## src/rtl/serial_mag_comparator_pkg.sv

```systemverilog
// Shared definitions for the bit-serial magnitude comparator:
// FSM state encodings and the default operand width.
package cmp_pkg;

  localparam int CMP_WIDTH_DEF = 8;

  typedef enum logic [1:0] {
    ST_IDLE = 2'd0,
    ST_RUN  = 2'd1,
    ST_DONE = 2'd2
  } state_t;

endpackage

```

## src/rtl/serial_mag_comparator_bit_slice.sv

```systemverilog
// Combinational equal/greater slice. One bit pair per evaluation.
// MSB-first: only the first differing bit (while still equal) decides.
// LSB-first: every differing bit overwrites, so the most significant
// difference, seen last, wins.
module cmp_bit_slice (
  input  logic ai,
  input  logic bi,
  input  logic e_in,
  input  logic g_in,
  input  logic msb_first,
  output logic e_out,
  output logic g_out
);

  logic diff;
  logic take;

  assign diff = ai ^ bi;

  // In MSB-first order an earlier difference locks the result
  assign take = msb_first ? (e_in & diff) : diff;

  // Update the equal/greater pair only when this bit decides it
  always_comb begin
    e_out = e_in;
    g_out = g_in;
    if (take) begin
      e_out = 1'b0;
      g_out = ai;
    end
  end

endmodule

```

## src/rtl/serial_mag_comparator.sv

```systemverilog
// Bit-serial unsigned magnitude comparator. Operands are captured on an
// accepted start and scanned one bit per clock (LSB- or MSB-first)
// through a registered equal/greater chain; eq/gt/lt are reported with
// a one-cycle done pulse and held until the next start.
// Optional: SERIAL_CMP_EARLY_TERM_EN ends an MSB-first scan at the first
// differing bit.
module serial_mag_comparator
  import cmp_pkg::*;
#(
  parameter int WIDTH = CMP_WIDTH_DEF
) (
  input  logic             clk,
  input  logic             rst_n,
  input  logic             start,
  input  logic             msb_first,
  input  logic [WIDTH-1:0] a,
  input  logic [WIDTH-1:0] b,
  output logic             busy,
  output logic             done,
  output logic             eq,
  output logic             gt,
  output logic             lt
);

  localparam int CNT_W = $clog2(WIDTH + 1);

  state_t             state, state_nx;
  logic [WIDTH-1:0]   sa, sb;
  logic               mode;
  logic               e_q, g_q;
  logic [CNT_W-1:0]   cnt;
  logic               ai, bi;
  logic               e_nx, g_nx;
  logic               last_bit;
  logic               stop;
  logic               accept;
  logic               finish;

  // Active end of the shift registers depends on scan order
  assign ai = mode ? sa[WIDTH-1] : sa[0];
  assign bi = mode ? sb[WIDTH-1] : sb[0];

  cmp_bit_slice u_slice (
    .ai        (ai),
    .bi        (bi),
    .e_in      (e_q),
    .g_in      (g_q),
    .msb_first (mode),
    .e_out     (e_nx),
    .g_out     (g_nx)
  );

  assign last_bit = (cnt == CNT_W'(WIDTH - 1));

`ifdef SERIAL_CMP_EARLY_TERM_EN
  // MSB-first: the first difference fully decides the result
  assign stop = last_bit | (mode & e_q & ~e_nx);
`else
  assign stop = last_bit;
`endif

  // State register
  always_ff @(posedge clk or negedge rst_n) begin
    if (!rst_n) state <= ST_IDLE;
    else        state <= state_nx;
  end

  // Next-state and datapath control; start only sampled in IDLE/DONE
  always_comb begin
    state_nx = state;
    accept   = 1'b0;
    finish   = 1'b0;
    case (state)
      ST_IDLE: begin
        if (start) begin
          accept   = 1'b1;
          state_nx = ST_RUN;
        end
      end
      ST_RUN: begin
        if (stop) begin
          finish   = 1'b1;
          state_nx = ST_DONE;
        end
      end
      ST_DONE: begin
        if (start) begin
          accept   = 1'b1;
          state_nx = ST_RUN;
        end else begin
          state_nx = ST_IDLE;
        end
      end
      default: state_nx = ST_IDLE;
    endcase
  end

  // Operand capture, serial scan, bit counter and result registers
  always_ff @(posedge clk or negedge rst_n) begin
    if (!rst_n) begin
      sa   <= '0;
      sb   <= '0;
      mode <= 1'b0;
      e_q  <= 1'b0;
      g_q  <= 1'b0;
      cnt  <= '0;
      eq   <= 1'b0;
      gt   <= 1'b0;
      lt   <= 1'b0;
    end else if (accept) begin
      sa   <= a;
      sb   <= b;
      mode <= msb_first;
      e_q  <= 1'b1;
      g_q  <= 1'b0;
      cnt  <= '0;
      eq   <= 1'b0;
      gt   <= 1'b0;
      lt   <= 1'b0;
    end else if (state == ST_RUN) begin
      sa  <= mode ? (sa << 1) : (sa >> 1);
      sb  <= mode ? (sb << 1) : (sb >> 1);
      e_q <= e_nx;
      g_q <= g_nx;
      cnt <= cnt + 1'b1;
      if (finish) begin
        eq <= e_nx;
        gt <= g_nx & ~e_nx;
        lt <= ~g_nx & ~e_nx;
      end
    end
  end

  assign busy = (state == ST_RUN);
  assign done = (state == ST_DONE);

endmodule

```

## config.mk

```make
export PLATFORM = sky130hd
export DESIGN_NAME = serial_mag_comparator
export DESIGN_NICKNAME = d
export VERILOG_FILES = /design/src/rtl/serial_mag_comparator_pkg.sv /design/src/rtl/serial_mag_comparator_bit_slice.sv /design/src/rtl/serial_mag_comparator.sv
export SDC_FILE = /design/constraint.sdc
export NUM_CORES = 1
export LEC_CHECK = 0
export CORE_MARGIN = 1
export CORE_UTILIZATION = 24
export CTS_CLUSTER_SIZE = 12
export DETAILED_ROUTE_END_ITERATION = 8
export SETUP_SLACK_MARGIN = 0.15
export SLEW_MARGIN = 25
export SYNTH_ARGS = -nofsm -noshare
export SYNTH_HDL_FRONTEND = slang
export SYNTH_SLANG_ARGS = --single-unit
```

## constraint.sdc

```tcl
create_clock -name clk -period 3.1 [get_ports clk]
set_input_delay 0.775 -clock clk [delete_from_list [all_inputs] [get_ports clk]]
set_output_delay 0.775 -clock clk [all_outputs]
set_load 0.01 [all_outputs]
```

==> run_results.csv, run 1 <==
group,metric,value,unit
drt,vias,1192,
global_route,grt_pass1_vias,1196,
floorplanning,placementRows,28,
cells_and_area,num_antenna_cells,0,
critical_path,path_cells,"nand2b_1 > inv_8 > clkdlybuf4s50_1",
global_route,grt-ovfl-total,0,
cells_and_area,fin_util,30.3,%
clock_tree,cts.path.max_buffers,2,
critical_path,worstSetupPathType,"flop to output port",
sta,period_minus_slack,2310,ps
sta,timing.fmax,0.433,GHz
logic_synthesis,yosys_warnings,0,
cells_and_area,synthToLayoutAreaGrowth,22.1,%
run_status,status,"complete, no violations",
placed_design,port_buffers,24,
sta,final.setup.tns,0,ps
clock_tree,cts_buffers,3,
drt,first_iter_violations,85,
critical_path,worstPathArrival,1540,ps
logic_synthesis,avgSynthCellArea,9.02,sq um
power,p_per_area,943,nW/um^2
clock_tree,clk_pin_slew_worst_paths,90,ps
clock_tree,hold_buffers,0,
global_route,grt_pass1_wl,5530,um
drt,drt-pass1-iter-count,4,
sta,hold_viol,0,
drt,wl_per_cell,12.4,um
placed_design,hpwl,2120,um
clock_tree,clockRootBuffer,"clkbuf_8",
flow_run,maxCapViolCount,0,
critical_path,crit_required,2320,ps
placed_design,gp_congestion,0.708,
floorplanning,die_area,6440,sq um
sta,rsz0062_at_grt,"no",
power,max-vdd-ir-drop,0.452,mV
drt,wirelength,3180,um
clock_tree,cts_resized,0,
cells_and_area,drive_gt1_share,4.97,%
sta,finalSetupViolCount,0,
clock_tree,cts.sinks,28,
power,power_leakage,0.714,nW
clock_tree,clock_latency,280,ps
sta,worst_pin_slew,956,ps
critical_path,cp_max_fo,9,
logic_synthesis,synth_nets,184,
cells_and_area,nNetsFinal,204,
drt,ant_nets,0,
clock_tree,post-cts-setup-buffers,0,
global_route,track_usage,11.0,%
critical_path,worstSetupEndpointType,"output port",
critical_path,critical_path.max_stage_delay,540,ps
sta,fin_crit_sh,74.6,%
floorplanning,die_y,80.3,um
clock_tree,cts_max_level,1,
drt,vias_per_cell,4.66,
critical_path,crit_path_start_kind,"flop",
sta,clock_skew,6.69,ps
logic_synthesis,seq_area_frac_synth,47.7,%
critical_path,cp_slowest_cell,"clkdlybuf4s50_1",
global_route,grt_max_degree,34,
clock_tree,cts_tree,"yes",
logic_synthesis,synth-seq-cells,28,
drt,drc,0,
floorplanning,start_util,24.8,%
min_path,min_path_type,"flop to flop",
critical_path,path_buf_inv,2,
sta,slew_headroom,36.3,%
sta,maxSlewViolCount,0,
floorplanning,core,5920,sq um
critical_path,critical-path-top-delay-family,"buffers and inverters",
global_route,antenna_found_initial,0,
logic_synthesis,netlist_instances,163,
logic_synthesis,ys_types,27,
floorplanning,die_w,80.3,um
logic_synthesis,netlist_area,1470,sq um
floorplanning,pin_count,25,
[through the flow]
step | hold WS [ps] | std cells | power [mW] | worst slack, ps | instance area [sq um]
6_report | 496 | 256 | 1.69 | 788 | 1800
5_1_grt | 517 | 256 | 1.87 | 709 | 1800
4_1_cts | 492 | 256 | 1.71 | 764 | 1800
3_5_place_dp | 479 | 253 | 1.51 | 829 | 1750
3_3_place_gp | 475 | 253 | 1.50 | 802 | 1750
2_1_floorplan | 450 | 163 | 1.32 | 1600 | 1470
[cell families after synthesis]
group	Yosys count	share of synthesized area (%)
and+or+nand+nor	74	24.5
AOI/OAI and AO/OA	45	20.4
DFF	28	47.7
buffers and inverters	14	5.96
xor gates and xnor gates	1	0.596
adders and majority gates	1	0.851
[final timing paths]
kind | startpoint | end | slack [ps] | cells past startpoint
max | state[1] | busy | 790 | 3
min | cnt[3] | cnt[3] | 500 | 1
max reg2reg | mode | lt | 1350 | 4
min reg2reg | cnt[3] | cnt[3] | 500 | 1
max in group asynchronous | rst_n | eq | 1960 | 2
min in group asynchronous | rst_n | sb[4] | 870 | 2
[power by group]
part	switching, mW	internal (mW)	total, mW
clock	0.111	0.0874	0.198
combinational	0.392	0.370	0.762
sequential	0.191	0.542	0.733
[flip-flops by register name (all words and copies together), names as in the netlist]
name	flops
cnt	4
e_q	1
eq	1
g_q	1
gt	1
lt	1
mode	1
sa	8
sb	8
state	2
[metal layers]
metal,vias up,wire [um],GRT usage (%)
met5,-,0,0
met4,0,57,5.00
met3,4,66,1.02
met2,17,1360,16.8
met1,565,1700,15.7
li1,606,-,-
[Yosys cell counts]
cell type | count | area (sq um)
buf_6 | 2 | 22.5
and2_4 | 1 | 8.76
and3b_1 | 1 | 8.76
o2bb2ai_1 | 1 | 8.76
a21oi_1 | 4 | 20.0
nand3_1 | 4 | 20.0
buf_2 | 7 | 35.0
nand2_1 | 38 | 143
or2_0 | 1 | 6.26
xor2_1 | 1 | 8.76
nor3b_1 | 2 | 15.0
a211oi_1 | 13 | 97.6
a22o_1 | 2 | 17.5
nand4_1 | 1 | 6.26
inv_1 | 1 | 3.75
buf_4 | 1 | 7.51
o21ai_0 | 8 | 40.0
inv_8 | 1 | 11.3
a31oi_1 | 15 | 93.8
ha_1 | 1 | 12.5
clkbuf_1 | 2 | 7.51
o22ai_1 | 1 | 6.26
o32ai_2 | 1 | 16.3
nor2b_1 | 17 | 106
nand2b_1 | 5 | 31.3
dfrtp_1 | 28 | 701
nor2_1 | 4 | 15.0
[area by class of cell]
type                       instances  area (sq um)
fill                             626          4130
sequential                        28           701
multi-input combinational        121           682
timing repair buffer              27           263
tap                               75          93.8
clock buffer                       3          41.3
inverter                           2          15.0
[worst register-to-register path: stages, from the launching register on]
cell      delay [ps]
dfrtp_1          750
nand2b_1         330
o32ai_2          340
nand2b_1         160
o22ai_1           70
[layout by cell type, fill, tap and decap left out]
master	count
a211oi_1	13
a21oi_1	4
a22o_1	2
a31oi_1	15
and2_4	1
and3b_1	1
buf_4	3
clkbuf_8	3
clkdlybuf4s50_1	24
dfrtp_1	28
ha_1	1
inv_1	1
inv_8	1
nand2_1	38
nand2b_1	5
nand3_1	4
nand4_1	1
nor2_1	4
nor2b_1	17
nor3b_1	2
o21ai_0	8
o22ai_1	1
o2bb2ai_1	1
o32ai_2	1
or2_0	1
xor2_1	1
Note: power is estimated with default switching activity, not from simulation.
==> run 2: changes to the inputs <==
- clock period: 3.1 -> 2.4 ns (I/O delays scaled with it)
==> run 2 against run 1 <==
Register-to-register slack worse by 500 ps. First-iteration DRC count rose by 33%. Clock power up 94%. Sequential cell count unchanged. Sequential share of layout area decreased by 0.96 points. Routed wire length grew 3.8%. Largest power group unchanged. Non-clock buffer count increased by 2. Global-route usage is 0.12 points lower. Cell count increased by 1.2%. Largest cell class unchanged. Cell area is 2.5% higher.
==> run_results.csv, run 2 (same netlist as run 1, synthesis figures left out) <==
group,metric,value,unit
global_route,track_usage,10.9,%
sta,slew_headroom,63.5,%
run_status,status,"complete, no violations",
sta,finalSetupViolCount,0,
cells_and_area,num_antenna_cells,0,
cells_and_area,layout_commonest_cell,"nand2_1",
sta,hold_viol,0,
sta,fin_crit_sh,89.8,%
critical_path,cp_max_fo,9,
power,power_leakage,0.738,nW
power,p_per_area,1280,nW/um^2
cells_and_area,drive_gt1_share,6.52,%
drt,drt-pass1-iter-count,4,
global_route,grt-ovfl-total,0,
critical_path,worstSetupEndpointType,"output port",
flow_run,maxCapViolCount,0,
clock_tree,clockRootBuffer,"clkbuf_8",
cells_and_area,nNetsFinal,206,
floorplanning,die_area,6440,sq um
drt,wl_per_cell,12.8,um
clock_tree,clk_pin_slew_worst_paths,100,ps
placed_design,dp_cells,255,
placed_design,hpwl,2190,um
clock_tree,cts_max_level,1,
critical_path,crit_path_start_kind,"flop",
min_path,hold_path_end,"cnt[3]",
critical_path,crit_required,1800,ps
cells_and_area,post-route-cell-area,1840,sq um
clock_tree,cts.sinks,28,
min_path,min_path_type,"flop to flop",
drt,first_iter_violations,113,
clock_tree,clock_latency,280,ps
critical_path,worstSetupPathType,"flop to output port",
drt,vias_per_cell,4.71,
sta,period_minus_slack,2160,ps
cells_and_area,reg_top3,"sa x8, sb x8, cnt x4",
clock_tree,cts_resized,0,
sta,rsz0062_at_grt,"no",
floorplanning,placementRows,28,
clock_tree,cts_buffers,3,
placed_design,gp_congestion,0.707,
power,max-vdd-ir-drop,0.372,mV
floorplanning,pin_count,25,
drt,vias,1219,
drt,drc,0,
sta,final.setup.tns,0,ps
critical_path,r2r-start,"mode",
critical_path,r2r_slack,850,ps
global_route,grt_pass1_vias,1114,
global_route,grt_pass1_wl,5500,um
cells_and_area,layout_common_cells,"nand2_1 (38), dfrtp_1 (28), clkdlybuf4s50_1 (24)",
placed_design,port_buffers,24,
sta,clock_skew,7.03,ps
floorplanning,core,5920,sq um
cells_and_area,fin_cells,259,
critical_path,r2r_end,"lt",
cells_and_area,synthToLayoutAreaGrowth,25.2,%
critical_path,cp-startpoint,"state[1]",
placed_design,placed_cell_area,1770,sq um
drt,wirelength,3300,um
sta,worst_pin_slew,547,ps
min_path,hold_start,"cnt[3]",
global_route,antenna_found_initial,0,
clock_tree,post-cts-setup-buffers,0,
clock_tree,cts.path.max_buffers,2,
floorplanning,start_util,24.8,%
global_route,grt_max_degree,34,
sta,timing.fmax,0.464,GHz
min_path,min_path_cells,1,
critical_path,worstPathArrival,1560,ps
floorplanning,die_w,80.3,um
clock_tree,cts_tree,"yes",
drt,ant_nets,0,
clock_tree,hold_buffers,0,
critical_path,r2r_cells,4,
sta,maxSlewViolCount,0,
floorplanning,die_y,80.3,um
[run 2: cell types whose count changed in the layout (fill, tap and decap cells not counted), sizes merged]
cell / previous run / this run
buf: 3 / 5
bufinv: 0 / 1
[run 2: how the worst max path moves through the flow]
| stage | end | slack, ps | cells past startpoint |
|---|---|---|---|
| floorplan | gt | 1020 | 6 |
| global placement | g_q | 540 | 5 |
| detailed placement | g_q | 530 | 5 |
| CTS | busy | 230 | 3 |
| global route | busy | 180 | 3 |
| finish | busy | 240 | 3 |
[run 2: metal layers]
layer	share of wire, %	routed length [um]	vias to the layer above	global-route usage (%)
met3	3.2	106	2	1.02
met1	54	1770	583	16.1
met4	0.48	16	0	2.68
met2	43	1410	25	16.9
li1	-	-	609	-
met5	0	0	-	0
[run 2: where the power goes]
group	internal, mW	switching, mW
Sequential	0.701	0.221
Combinational	0.492	0.552
Clock	0.224	0.161
[run 2: critical path, cell delays in order (launching register included)]
cell,delay [ps]
dfrtp_1,380
nand2b_1,230
inv_8,120
clkdlybuf4s50_1,550
[run 2: final cells by class]
class	count	area [sq um]
clock buffers	3	41.3
multi-input cells	121	682
inverters	2	15.0
flip-flops and latches	28	701
fillers	613	4080
well taps	75	93.8
repair buffers	29	278
clock inverters	1	30.0
[run 2: per-stage QoR]
stage | hold slack, ps | total power, mW | util [%] | setup WS (ps)
after floorplan | 304 | 1.70 | - | 1020
after global placement | 478 | 1.95 | 29.9 | 544
after detailed placement | 476 | 1.98 | 29.9 | 526
after CTS | 493 | 2.37 | 31.1 | 226
after global routing | 554 | 2.56 | 31.1 | 181
final | 488 | 2.35 | 31.1 | 244
